File: src/rtl/alu64_exec_unit_if.sv
// -----------------------------------------------------------------------------
// alu64_exec_unit_if
//   Bundles the request and result channels of alu64_exec_unit.
//
//   Request channel (master -> slave):
//     in_valid   operation request present
//     alu_fun    operation select: 0=ADD, 1=SUB, 2=AND, 3=XOR
//     val_a      operand A (signed, WIDTH bits)
//     val_b      operand B (signed, WIDTH bits)
//     set_cc     update condition codes with this operation
//     in_ready   (slave -> master) unit accepts a request this cycle
//
//   Result channel (slave -> master):
//     out_valid  result register holds an unconsumed result
//     val_e      registered result (WIDTH bits)
//     cc         registered condition codes {ZF,SF,OF}
//     op_count   number of operations accepted since reset (wraps)
//     out_ready  (master -> slave) consumer takes the result this cycle
//
//   The master modport is the requester/consumer side; slave is the unit.
// -----------------------------------------------------------------------------
interface alu64_exec_unit_if #(
    parameter int WIDTH = 64
);
    logic             in_valid;
    logic             in_ready;
    logic [1:0]       alu_fun;
    logic [WIDTH-1:0] val_a;
    logic [WIDTH-1:0] val_b;
    logic             set_cc;

    logic             out_valid;
    logic             out_ready;
    logic [WIDTH-1:0] val_e;
    logic [2:0]       cc;
    logic [15:0]      op_count;

    modport master (
        output in_valid,
        output alu_fun,
        output val_a,
        output val_b,
        output set_cc,
        output out_ready,
        input  in_ready,
        input  out_valid,
        input  val_e,
        input  cc,
        input  op_count
    );

    modport slave (
        input  in_valid,
        input  alu_fun,
        input  val_a,
        input  val_b,
        input  set_cc,
        input  out_ready,
        output in_ready,
        output out_valid,
        output val_e,
        output cc,
        output op_count
    );
endinterface

File: src/rtl/alu64_exec_unit.sv
// -----------------------------------------------------------------------------
// alu64_exec_unit
//   Single-stage integer execute unit. Computes ADD/SUB/AND/XOR on two signed
//   operands and registers the result together with condition codes. The
//   result register doubles as a one-entry output buffer with valid/ready
//   handshakes on both sides, so a streaming consumer gets one result per
//   cycle and a stalled consumer back-pressures the requester.
//
//   Ports:
//     clk    single clock, all state updates on the rising edge
//     rst_n  synchronous active-low reset
//     bus    alu64_exec_unit_if.slave (request + result channels)
//
//   Result conventions:
//     ADD: val_e = val_b + val_a      SUB: val_e = val_b - val_a
//     AND: val_e = val_b & val_a      XOR: val_e = val_b ^ val_a
//     cc = {ZF,SF,OF}, updated only by accepted operations with set_cc=1.
//     Reset state: out_valid=0, val_e=0, cc=3'b100, op_count=0.
// -----------------------------------------------------------------------------
module alu64_exec_unit #(
    parameter int WIDTH = 64
) (
    input  logic              clk,
    input  logic              rst_n,
    alu64_exec_unit_if.slave  bus
);

    localparam int MSB = WIDTH - 1;

    typedef enum logic [1:0] {
        FUN_ADD = 2'd0,
        FUN_SUB = 2'd1,
        FUN_AND = 2'd2,
        FUN_XOR = 2'd3
    } alu_fun_e;

    // Condition codes after reset: ZF set, SF/OF clear.
    localparam logic [2:0] CC_RESET = 3'b100;

    // -------------------------------------------------------------------------
    // State: one result register, one cc register, valid flag, op counter.
    // -------------------------------------------------------------------------
    logic             out_valid_q;
    logic [WIDTH-1:0] val_e_q;
    logic [2:0]       cc_q;
    logic [15:0]      op_count_q;

    // -------------------------------------------------------------------------
    // Handshake
    // -------------------------------------------------------------------------
    alu_fun_e         fun;
    logic [WIDTH-1:0] a;
    logic [WIDTH-1:0] b;
    logic             accept;

    assign fun = alu_fun_e'(bus.alu_fun);
    assign a   = bus.val_a;
    assign b   = bus.val_b;

    // The buffer can take a new entry when it is empty or is being drained
    // in the same cycle; this is what allows back-to-back results.
    assign bus.in_ready = !out_valid_q || bus.out_ready;
    assign accept       = bus.in_valid && bus.in_ready;

    // -------------------------------------------------------------------------
    // Datapath
    // -------------------------------------------------------------------------
    logic [WIDTH-1:0] result;
    logic             of_flag;
    logic             zf_flag;
    logic             sf_flag;

    always_comb begin
        // NOTE: every output of a combinational block gets a default before the
        // case so that no path leaves it unassigned, which would infer a latch.
        result  = '0;
        of_flag = 1'b0;
        case (fun)
            FUN_ADD: begin
                result  = b + a;
                // Signed overflow: operands agree in sign, result does not.
                of_flag = (a[MSB] == b[MSB]) && (result[MSB] != a[MSB]);
            end
            FUN_SUB: begin
                result  = b - a;
                // b - a overflows when signs differ and the result loses b's sign.
                of_flag = (a[MSB] != b[MSB]) && (result[MSB] != b[MSB]);
            end
            FUN_AND: begin
                result  = b & a;
                of_flag = 1'b0;
            end
            FUN_XOR: begin
                result  = b ^ a;
                of_flag = 1'b0;
            end
            default: begin
                result  = '0;
                of_flag = 1'b0;
            end
        endcase
    end

    assign zf_flag = (result == '0);
    assign sf_flag = result[MSB];

    // -------------------------------------------------------------------------
    // Registers. Reset is sampled on the clock edge and wins over any
    // simultaneous accept or drain, discarding a pending result.
    // -------------------------------------------------------------------------
    // NOTE: sequential state is written only with non-blocking assignments so
    // every register samples pre-edge values regardless of statement order.
    always_ff @(posedge clk) begin
        if (!rst_n) begin
            out_valid_q <= 1'b0;
            val_e_q     <= '0;
            cc_q        <= CC_RESET;
            op_count_q  <= '0;
        end else begin
            if (accept) begin
                // Accept has priority over drain: a drain in the same cycle
                // frees the slot that the new result immediately refills.
                out_valid_q <= 1'b1;
                val_e_q     <= result;
                op_count_q  <= op_count_q + 16'd1;
                if (bus.set_cc) begin
                    cc_q <= {zf_flag, sf_flag, of_flag};
                end
            end else if (bus.out_ready) begin
                // val_e keeps its last value after drain; only valid drops.
                out_valid_q <= 1'b0;
            end
        end
    end

    assign bus.out_valid = out_valid_q;
    assign bus.val_e     = val_e_q;
    assign bus.cc        = cc_q;
    assign bus.op_count  = op_count_q;

endmodule
File: src/flat_wrapper.sv
// flat-port wrapper written by rule: the top's interface ports become plain ports
module alu64_exec_unit_flat 
#(
    parameter int WIDTH = 64
)
  (clk, rst_n, bus_in_valid, bus_alu_fun, bus_val_a, bus_val_b, bus_set_cc, bus_out_ready, bus_in_ready, bus_out_valid, bus_val_e, bus_cc, bus_op_count);
  alu64_exec_unit_if #(.WIDTH(WIDTH)) bus_i ();
  input  logic clk;
  input  logic rst_n;
  input wire logic [$bits(bus_i.in_valid)-1:0] bus_in_valid;
  input wire logic [$bits(bus_i.alu_fun)-1:0] bus_alu_fun;
  input wire logic [$bits(bus_i.val_a)-1:0] bus_val_a;
  input wire logic [$bits(bus_i.val_b)-1:0] bus_val_b;
  input wire logic [$bits(bus_i.set_cc)-1:0] bus_set_cc;
  input wire logic [$bits(bus_i.out_ready)-1:0] bus_out_ready;
  output wire logic [$bits(bus_i.in_ready)-1:0] bus_in_ready;
  output wire logic [$bits(bus_i.out_valid)-1:0] bus_out_valid;
  output wire logic [$bits(bus_i.val_e)-1:0] bus_val_e;
  output wire logic [$bits(bus_i.cc)-1:0] bus_cc;
  output wire logic [$bits(bus_i.op_count)-1:0] bus_op_count;
  assign bus_i.in_valid = bus_in_valid;
  assign bus_i.alu_fun = bus_alu_fun;
  assign bus_i.val_a = bus_val_a;
  assign bus_i.val_b = bus_val_b;
  assign bus_i.set_cc = bus_set_cc;
  assign bus_i.out_ready = bus_out_ready;
  assign bus_in_ready = bus_i.in_ready;
  assign bus_out_valid = bus_i.out_valid;
  assign bus_val_e = bus_i.val_e;
  assign bus_cc = bus_i.cc;
  assign bus_op_count = bus_i.op_count;
  alu64_exec_unit #(.WIDTH(WIDTH)) u_core (.clk(clk), .rst_n(rst_n), .bus(bus_i));
endmodule
File: config.mk
export PLATFORM = sky130hd
export DESIGN_NAME = alu64_exec_unit_flat
export DESIGN_NICKNAME = d
export VERILOG_FILES = /design/src/rtl/alu64_exec_unit_if.sv /design/src/rtl/alu64_exec_unit.sv /design/src/flat_wrapper.sv
export SDC_FILE = /design/constraint.sdc
export NUM_CORES = 1
export LEC_CHECK = 0
export ABC_AREA = 1
export CAP_MARGIN = 20
export CORE_MARGIN = 5
export CORE_UTILIZATION = 28
export DETAILED_ROUTE_END_ITERATION = 16
export PLACE_DENSITY = 0.47
export SETUP_SLACK_MARGIN = 0.3
export SYNTH_ARGS = -nofsm -noshare
export SYNTH_HDL_FRONTEND = slang
export SYNTH_SLANG_ARGS = --single-unit
File: constraint.sdc
create_clock -name clk -period 2.38 [get_ports clk]
set_input_delay 0.357 -clock clk [delete_from_list [all_inputs] [get_ports clk]]
set_output_delay 0.357 -clock clk [all_outputs]
set_load 0.1 [all_outputs]
==> impl_metrics.csv <==
group,metric,value,unit
job,maxCapViolCount,0,
synthesis,avgSynthCellArea,5.12,um^2
global_route,grt_usage,26.4,%
layout,final_cell_area,32400,um^2
worst_hold_path,hold_depth,3,
layout,fillCellCount,6347,
worst_hold_path,hold_class,"input pin to flop",
setup_path,endpoint_kind,"flop",
floorplanning,core.rowCount,91,
timing,hold_viol_final,0,
cts,cts_hold_buf,0,
cts,cts_made_buffers,9,
route,firstDrtPassIters,6,
cts,clock_latency,0.34,ns
timing,max_slew_margin,52.4,%
placement,dpl-instance-area,24800,um^2
pwr,p_leak,0.0173,uW
cts,cts_tree,"built",
route,via_count,24509,
synthesis,synth.top_cells.by_count,"nand2_1, inv_1, nor2_1, nand3_1, a21oi_1",
worst_hold_path,min_to,"u_core.bus.out_valid",
run_status,status,"finished with violations",
global_route,grt_pass1_wl,138000,um
placement,io_buffers,219,
synthesis,yosysMostFrequentCell,"nand2_1",
timing,fin_crit_sh,109,%
pwr,switching_share,50.1,%
route,drc_errors,0,
floorplanning,die-height,259,um
timing,worst_clock_skew,0.00653,ns
synthesis,synth-main-ff-cell,"dfxtp_1",
cts,cts-root-buf,"clkbuf_16",
route,wirelength_met1,42700,um
route,drt-initial-drc-count,1752,
setup_path,critPathRequiredTime,2.67,ns
timing,rsz0062_at_grt,"yes",
synthesis,synth_edf_count,0,
floorplanning,die_w,259,um
route,detail-route-antenna-nets,0,
timing,finalCriticalPeriod,2.59,ns
global_route,grt_start_max_net_pins,75,
pwr,clkPwrFrac,11.8,%
synthesis,synth_top_area_share,24.9,%
route,wirelength,93400,um
global_route,overflow,0,
setup_path,worstSetupPathType,"input pin to flop",
route,routed.top_layer,"met4",
timing,slew_viol_final,0,
pwr,seq_power_share,13.3,%
timing,worst_slew_pin_slew,0.714,ns
layout,drive_above_1_share,53.0,%
setup_path,worstRegToRegCells,16,
layout,antenna_cells,0,
pwr,pwr_density_cell,369,nW/um^2
timing,max_freq,386,MHz
synthesis,ys_seq_area_share,9.70,%
pwr,p_int,5970,uW
worst_hold_path,worstHoldStart,"bus_in_valid",
synthesis,ys_ff_latch,84,
synthesis,synthCells,3385,
cts,clock_sinks,84,
synthesis,yosys.area.top_type,"nand2_1",
setup_path,arrival,2.88,ns
floorplanning,die-area,67000,um^2
timing,layout_setup_ws,-0.213,ns
run_status,violations,"negative setup slack",
cts,path_clk_slew,0.06,ns
synthesis,ys.warnings.count,0,
route,wl_met3,6120,um
setup_path,critPathLaunchType,"input pin",
global_route,antenna_found_initial,0,
route,wl_per_cell,18.3,um
pwr,comb_power_share,74.9,%
pwr,power_switching,5980,uW
global_route,grt_pass1_vias,23431,
layout,area_growth,86.8,%
pwr,peakVddDrop,0.327,mV
route,wl_met2,41500,um
synthesis,synth_nets,3651,
timing,final-setup-viol-count,14,
floorplanning,ioPinCount,220,
cts,htreeDepth,3,
synthesis,syn-cell-area,17300,um^2
setup_path,r2r_start,"u_core.bus.out_valid",
setup_path,critPathMaxFanout,4,
layout,fin_nets,4585,
placement,gp_congestion,0.979,
floorplanning,core-area,61500,um^2
route,post_drt_via_cell_ratio,4.79,
synthesis,synth_cell_types,45,
setup_path,reg2reg_to,"u_core.bus.op_count[15]",
synthesis,synth-async-reset-ratio,0,%
synthesis,synth_area_leaders,"nand2_1, inv_1, dfxtp_1",
layout,finalCoreUtilization,52.7,%
placement,hpwl,77400,um
floorplanning,start_util,28.2,%
setup_path,ff2ff_setup_slack,0.43,ns
cts,clockBufferDepth,2,
[routing by layer]
metal  track usage [%]  up-vias
met3              2.49      139
met2              42.0      836
met5                 0        -
li1                  -    12200
met4              8.03        0
met1              37.8    11334
[placed cells by master, fill, tap and decap left out, types with 38 or more instances in the layout]
| cell | count |
|---|---|
| nor2_4 | 152 |
| nand2_2 | 333 |
| inv_1 | 560 |
| dfxtp_1 | 77 |
| nand3_2 | 50 |
| buf_2 | 67 |
| ha_4 | 64 |
| ha_1 | 54 |
| nand3_4 | 38 |
| inv_2 | 169 |
| a21oi_2 | 59 |
| nand2_1 | 702 |
| buf_4 | 704 |
| o21ai_0 | 80 |
| nand2_4 | 154 |
| nor2_2 | 83 |
| nor2_1 | 139 |
| a21oi_1 | 80 |
| nand3_1 | 128 |
| buf_6 | 179 |
[critical path, cell delays in order]
cell,delay [ns]
buf_6,0.09
buf_8,0.12
ha_4,0.16
fa_2,0.38
nand2_4,0.10
nand2_4,0.06
nand3_2,0.08
nand2_4,0.09
nand2_4,0.10
nand2_8,0.07
nand2_4,0.08
nand3_4,0.10
nand2_4,0.11
nand3_2,0.06
nand2_1,0.06
nor2_1,0.04
nor2_1,0.10
buf_4,0.17
nand2_2,0.06
nor2_1,0.09
nand2_1,0.08
nor2_2,0.16
nand3_1,0.09
nand2_1,0.05
[layout make-up]
type | count | area [um^2] | share of cell area (%)
sequential | 84 | 1700 | 5.24
timing repair buffer | 1027 | 8730 | 26.9
clock buffer | 11 | 233 | 0.718
clock inverter | 5 | 60.1 | 0.185
inverter | 762 | 2950 | 9.09
tap | 790 | 988 | 3.05
multi-input combinational | 2435 | 17800 | 54.8
[how the worst max path moves through the flow]
stage,start,end,slack [ns],cells past startpoint
final,bus_val_b[0],u_core.bus.cc[2],-0.21,24
after global routing,bus_val_a[25],u_core.bus.cc[2],-0.31,24
after CTS,bus_val_b[0],u_core.bus.cc[2],-0.22,26
after detailed placement,bus_val_a[25],u_core.bus.cc[2],-1.35,23
after global placement,bus_val_a[25],u_core.bus.cc[2],-1.33,23
after floorplan,bus_val_b[0],u_core.bus.cc[2],0.09,24
[sequential cells by signal (all words and copies together), names as in the netlist]
signal                count
u_core.bus.cc             3
u_core.bus.val_e         64
u_core.bus.out_valid      1
u_core.bus.op_count      16
[repair_timing]
action / CTS / global route
endpoints found under the setup margin: 67 / 68
resized for setup: 1865 / 405
buffers inserted: 119 / 48
pin swaps: 532 / 333
[logic make-up (layout without fill, tap and decap cells)]
group | Yosys count | in the layout | share of synthesized area, %
AND/OR/NAND/NOR | 1884 | 1884 | 46.6
buffers and inverters | 866 | 1805 | 20.3
AO/OA/AOI/OAI | 412 | 412 | 13.5
adder cells (fa/ha/maj) | 131 | 131 | 9.54
flip-flops | 84 | 84 | 9.70
XOR/XNOR | 8 | 8 | 0.404
[stage by stage]
step / total power, uW / std cells / worst slack (ns) / setup TNS, ns / hold slack, ns
4_1_cts: 11300 / 5066 / -0.220 / -1.15 / 0.407
3_3_place_gp: 8210 / 4931 / -1.33 / -50.37 / 0.445
2_1_floorplan: 5180 / 3385 / 0.0881 / 0 / 0.549
3_5_place_dp: 8210 / 4931 / -1.35 / -51.46 / 0.458
5_1_grt: 12600 / 5114 / -0.313 / -3.05 / 0.386
6_report: 11900 / 5114 / -0.213 / -1.04 / 0.375
[power groups by stage]
stage / clock network [uW] / registers (uW) / logic (uW)
floorplan: 0 / 2380 / 2800
global placement: 0 / 1620 / 6590
detailed placement: 0 / 1620 / 6590
CTS: 1450 / 1590 / 8270
global route: 1510 / 1600 / 9500
finish: 1400 / 1590 / 8960
Power figures use the tool's default switching activity.
